<file path="config.mk">
export PLATFORM = sky130hd
export DESIGN_NAME = product_window_accumulator_flat
export DESIGN_NICKNAME = d
export VERILOG_FILES = /design/src/rtl/product_window_accumulator_pkg.sv /design/src/rtl/product_window_accumulator_if.sv /design/src/rtl/product_window_accumulator_dpath.sv /design/src/rtl/product_window_accumulator.sv /design/src/flat_wrapper.sv
export SDC_FILE = /design/constraint.sdc
export NUM_CORES = 1
export LEC_CHECK = 0
export BUFFER_PORTS_ARGS = -buffer_cell sky130_fd_sc_hd__buf_2
export CORE_ASPECT_RATIO = 1.75
export CORE_MARGIN = 2
export CORE_UTILIZATION = 50
export DETAILED_ROUTE_END_ITERATION = 12
export PLACE_DENSITY = 0.72
export SYNTH_ARGS = -nofsm -noshare
export SYNTH_HDL_FRONTEND = slang
export SYNTH_SLANG_ARGS = --single-unit
</file>
<file path="constraint.sdc">
create_clock -name clk -period 5.15 [get_ports clk]
set_input_delay 0.515 -clock clk [delete_from_list [all_inputs] [get_ports clk]]
set_output_delay 0.515 -clock clk [all_outputs]
set_load 0.02 [all_outputs]
</file>
<file path="src/rtl/product_window_accumulator_pkg.sv">
// Shared types and width helper for the product window accumulator.
package product_window_accumulator_pkg;

  typedef enum logic [0:0] {
    ST_ACCUM = 1'b0,
    ST_DONE  = 1'b1
  } state_e;

  // Sum width that can hold WINDOW full-scale products without overflow.
  function automatic int acc_nbits(input int p_nbits, input int window);
    return p_nbits + $clog2(window);
  endfunction

endpackage

</file>
<file path="src/rtl/product_window_accumulator_if.sv">
// Product input stream and window-sum output stream, both val/rdy handshaked.
interface product_window_accumulator_if #(
  parameter int P_NBITS = 32,
  parameter int A_NBITS = 37
);
  logic               in_val;
  logic               in_rdy;
  logic [P_NBITS-1:0] in_msg;
  logic               out_val;
  logic               out_rdy;
  logic [A_NBITS-1:0] out_msg;

  modport master (
    output in_val, in_msg, out_rdy,
    input  in_rdy, out_val, out_msg
  );

  modport slave (
    input  in_val, in_msg, out_rdy,
    output in_rdy, out_val, out_msg
  );
endinterface

</file>
<file path="src/rtl/product_window_accumulator_dpath.sv">
// Accumulator datapath: sign-extends each product and adds it to acc or to 0.
// Plain ripple adder with carry in/out, sized by parameter.
module vc_Adder #(
  parameter int p_nbits = 32
) (
  input  logic [p_nbits-1:0] in0,
  input  logic [p_nbits-1:0] in1,
  input  logic               cin,
  output logic [p_nbits-1:0] out,
  output logic               cout
);
  logic [p_nbits:0] sum;

  assign sum  = {1'b0, in0} + {1'b0, in1} + {{p_nbits{1'b0}}, cin};
  assign out  = sum[p_nbits-1:0];
  assign cout = sum[p_nbits];
endmodule

module product_window_accumulator_dpath
  import product_window_accumulator_pkg::*;
#(
  parameter int P_NBITS = 32,
  parameter int A_NBITS = 37
) (
  input  logic               clk,
  input  logic               reset,
  input  logic               acc_clr,
  input  logic               acc_en,
  input  logic               op_zero,
  input  logic [P_NBITS-1:0] in_msg,
  output logic [A_NBITS-1:0] acc
);
  logic [A_NBITS-1:0] in_sext;
  logic [A_NBITS-1:0] operand;
  logic [A_NBITS-1:0] sum;
  logic               adder_cout_unused;

  assign in_sext = {{(A_NBITS-P_NBITS){in_msg[P_NBITS-1]}}, in_msg};
  // op_zero starts a fresh window with the overlapping product.
  assign operand = op_zero ? '0 : acc;

  vc_Adder #(.p_nbits(A_NBITS)) adder (
    .in0  (operand),
    .in1  (in_sext),
    .cin  (1'b0),
    .out  (sum),
    .cout (adder_cout_unused)
  );

  always_ff @(posedge clk) begin
    if (reset || acc_clr) begin
      acc <= '0;
    end else if (acc_en) begin
      acc <= sum;
    end
  end
endmodule

</file>
<file path="src/rtl/product_window_accumulator.sv">
// Sums WINDOW consecutive signed products into one sum; sum valid the cycle after the last product.
// While a sum is held, in_rdy follows out_rdy so a new window may start in the same cycle.
module product_window_accumulator
  import product_window_accumulator_pkg::*;
#(
  parameter int P_NBITS = 32,
  parameter int WINDOW  = 25,
  parameter int A_NBITS = acc_nbits(P_NBITS, WINDOW)
) (
  input logic                  clk,
  input logic                  reset,
  product_window_accumulator_if.slave bus
);
  localparam int CNT_W = $clog2(WINDOW);
  localparam logic [CNT_W-1:0] CNT_LAST = CNT_W'(WINDOW - 1);
  localparam logic [CNT_W-1:0] CNT_ONE  = CNT_W'(1);

  localparam logic [0:0] ACCUM = ST_ACCUM;
  localparam logic [0:0] DONE  = ST_DONE;

  logic [0:0]         state;
  logic [CNT_W-1:0]   count;
  logic               in_xfer;
  logic               out_xfer;
  logic               acc_clr;
  logic               acc_en;
  logic               op_zero;
  logic [A_NBITS-1:0] acc;

  assign bus.out_val = (state == DONE);
  assign bus.in_rdy  = (state == ACCUM) || bus.out_rdy;
  assign bus.out_msg = acc;

  assign in_xfer  = bus.in_val && bus.in_rdy;
  assign out_xfer = bus.out_val && bus.out_rdy;

  always_comb begin
    acc_clr = 1'b0;
    acc_en  = 1'b0;
    op_zero = 1'b0;
    if (state == ACCUM) begin
      acc_en = in_xfer;
    end else if (out_xfer) begin
      if (in_xfer) begin
        acc_en  = 1'b1;
        op_zero = 1'b1;
      end else begin
        acc_clr = 1'b1;
      end
    end
  end

  always_ff @(posedge clk) begin
    if (reset) begin
      state <= ACCUM;
      count <= '0;
    end else begin
      case (state)
        ACCUM: begin
          if (in_xfer) begin
            if (count == CNT_LAST) begin
              count <= '0;
              state <= DONE;
            end else begin
              count <= count + CNT_ONE;
            end
          end
        end
        default: begin
          if (out_xfer) begin
            state <= ACCUM;
            count <= in_xfer ? CNT_ONE : '0;
          end
        end
      endcase
    end
  end

  product_window_accumulator_dpath #(
    .P_NBITS (P_NBITS),
    .A_NBITS (A_NBITS)
  ) dpath (
    .clk     (clk),
    .reset   (reset),
    .acc_clr (acc_clr),
    .acc_en  (acc_en),
    .op_zero (op_zero),
    .in_msg  (bus.in_msg),
    .acc     (acc)
  );
endmodule

</file>
<file path="src/flat_wrapper.sv">
// flat-port wrapper written by rule: the top's interface ports become plain ports
module product_window_accumulator_flat import product_window_accumulator_pkg::*;
#(
  parameter int P_NBITS = 32,
  parameter int WINDOW  = 25,
  parameter int A_NBITS = acc_nbits(P_NBITS, WINDOW)
)
  (clk, reset, bus_in_val, bus_in_msg, bus_out_rdy, bus_in_rdy, bus_out_val, bus_out_msg);
  product_window_accumulator_if #(.P_NBITS(P_NBITS), .A_NBITS(A_NBITS)) bus_i ();
  input logic clk;
  input logic reset;
  input wire logic [$bits(bus_i.in_val)-1:0] bus_in_val;
  input wire logic [$bits(bus_i.in_msg)-1:0] bus_in_msg;
  input wire logic [$bits(bus_i.out_rdy)-1:0] bus_out_rdy;
  output wire logic [$bits(bus_i.in_rdy)-1:0] bus_in_rdy;
  output wire logic [$bits(bus_i.out_val)-1:0] bus_out_val;
  output wire logic [$bits(bus_i.out_msg)-1:0] bus_out_msg;
  assign bus_i.in_val = bus_in_val;
  assign bus_i.in_msg = bus_in_msg;
  assign bus_i.out_rdy = bus_out_rdy;
  assign bus_in_rdy = bus_i.in_rdy;
  assign bus_out_val = bus_i.out_val;
  assign bus_out_msg = bus_i.out_msg;
  product_window_accumulator #(.P_NBITS(P_NBITS), .WINDOW(WINDOW), .A_NBITS(A_NBITS)) u_core (.clk(clk), .reset(reset), .bus(bus_i));
endmodule
</file>
==> impl_metrics.ini <==
[status]
status = finished clean

[logic_synthesis]
yosysTopAreaCell = dfxtp_1
yosys_register_bits = 43
netlist.area_leader.share_pct = 22.40
synth_cell_types = 57
ys.flop_type = dfxtp_1
syn-num-nets = 592
yosysWarnings = 0
synth_area_sq_um = 3844
netlist_top_cells_area = dfxtp_1 (22%), ha_1 (12%), a21oi_1 (8.6%)
synth-edff-count = 0
yosysSeqAreaShare_pct = 22.40
syn_avg_cell_area_sq_um = 7.435
synthMostInstantiatedCell = nand2_1
async_flop_share_pct = 0
yosys-top-cells-count = nand2_1 (84), a21oi_1 (66), dfxtp_1 (43)
synthCells = 517

[floorplan]
core_area_sq_um = 7515
io-pin-count = 75
die_h_um = 120.0
rows = 42
initial_utilization_pct = 51.15
die_width_um = 70.28
die_area_sq_um = 8433

[placed_design]
portBuffers = 74
dp_hpwl_um = 7575
dpl.cell_count = 657
place_congestion = 0.9351

[final_layout]
areaGrowthSynthToFinish_pct = 14.65
nets = 651
fin_cells = 665
fillers = 722
drive_above_1_share_pct = 17.16
antenna_cells = 0

[job]
cap_violations = 0

[global_route]
grt_max_degree = 40
grt_overflow = 0
antenna_found_initial = 0
gr-usage-all-layers_pct = 24.41
grt_pass1_wl_um = 16850
grt_pass1_vias = 3802

[clock_tree]
cts_resized = 0
clock_latency_ns = 0.30
clockBufferDepth = 2
postCtsHoldBufs = 0
clk_pin_slew_ns = 0.07
cts_htree_levels = 2
cts_root_buf = clkbuf_16
cts_tree = yes
cts_buffers = 5
post-cts-setup-buffers = 0
numClockSinks = 43

[route]
ant_nets = 0
dr_total_vias = 3925
drtIter0Drc = 295
drc_errors = 0
viasPerCell = 5.902
drt_wl_total_um = 10030
dr.pass1.iters = 4
wire_per_inst_um = 15.08

[sta]
fmax_ghz = 0.2448
final_max_slew_viol_count = 0
period_share_pct = 79.31
fin_skew_ns = 0.008255
rsz0062_at_grt = no
finalCriticalPeriod_ns = 4.084
relSlewSlack_pct = 54.22
fin_tns_setup_ns = 0
hold_violations = 0
setup_viol = 0
tightestPinTransition_ns = 0.6848

[critical_path]
critPathLaunchType = flop
crit_arrival_ns = 4.25
path_class = flop to flop
cp.required_ns = 5.32
path_max_fanout = 21
r2r_slack_ns = 1.07
reg2reg_depth = 14
critPathCaptureType = flop

[power_and_ir_drop]
ir_worst_vdd_v = 0.0001565
p_leak_nw = 2.074
power_mw = 1.379
power_density_nw_per_um2 = 313.0

[min_path]
hold_path.class = flop to flop
hold_path_depth = 2
-- metal layers --
| metal | track usage (%) | vias up | wire, um | share of wire (%) |
|---|---|---|---|---|
| met4 | 11.66 | 0 | 359 | 3.6 |
| li1 | - | 1973 | - | - |
| met2 | 45.46 | 89 | 5389 | 54 |
| met3 | 3.862 | 28 | 360 | 3.6 |
| met5 | 0 | - | 0 | 0 |
| met1 | 26.04 | 1835 | 3920 | 39 |
-- flip-flops by register name (all words and copies together) (netlist names) --
signal              flops
u_core.dpath.acc       37
u_core.count            5
u_core.bus.out_val      1
-- critical path, cell delays in order, from the launching register on --
cell and delay [ns]:
dfxtp_1 0.44, nand3_1 0.54, and2_1 0.39, ha_1 0.22, fa_1 0.43, a211oi_1 0.34, o21bai_1 0.16, o211ai_1 0.34
o31ai_2 0.13, o21bai_2 0.18, a211oi_2 0.09, o22ai_1 0.17, xor2_1 0.24, a2bb2oi_1 0.19, a31oi_1 0.09
-- final timing paths --
path                             start                   end
setup / recovery    u_core.bus.out_val  u_core.dpath.acc[36]
hold / removal    u_core.dpath.acc[10]  u_core.dpath.acc[10]
setup reg to reg    u_core.bus.out_val  u_core.dpath.acc[36]
hold reg to reg   u_core.dpath.acc[10]  u_core.dpath.acc[10]
-- where the power goes --
group | total (mW) | switching, mW | leakage, nW | internal, mW
clock | 0.344 | 0.138 | 0.0772 | 0.207
combinational | 0.632 | 0.370 | 1.64 | 0.262
sequential | 0.403 | 0.0279 | 0.354 | 0.375
-- cells in the final DEF, fill, tap and decap left out, types with 9 or more instances in the layout --
cell	n
xor2_1	9
buf_2	74
nor2_1	28
a21oi_1	66
xnor2_1	21
o21ai_0	19
dfxtp_1	43
nand3_1	11
a21o_1	20
and2_1	39
nand2_1	84
ha_1	38
nand4_1	9
-- stage by stage --
stage	hold slack [ns]	utilization, %	cell area (sq um)	worst slack [ns]
after floorplan	0.4354	-	3844	1.602
after global placement	0.4487	56.56	4250	0.9969
after detailed placement	0.4535	56.56	4250	0.8483
after CTS	0.4632	58.64	4407	1.043
after global routing	0.4840	58.64	4407	0.7385
final	0.4621	58.64	4407	1.066
-- area by class of cell --
cell class	instances	area (sq um)	share of cell area, %
clock buffer	8	156.4	3.549
inverter	8	30.03	0.6814
multi-input combinational	440	2849	64.65
sequential	43	860.8	19.53
tap	88	110.1	2.499
timing repair buffer	78	400.4	9.086
-- logic make-up after synthesis --
group	synth area share, %
simple gates	26.24
buf+inv	3.581
xor+xnor	6.836
compound gates	28.06
fa+ha+maj	12.89
flops	22.40
Power figures use the tool's default switching activity.
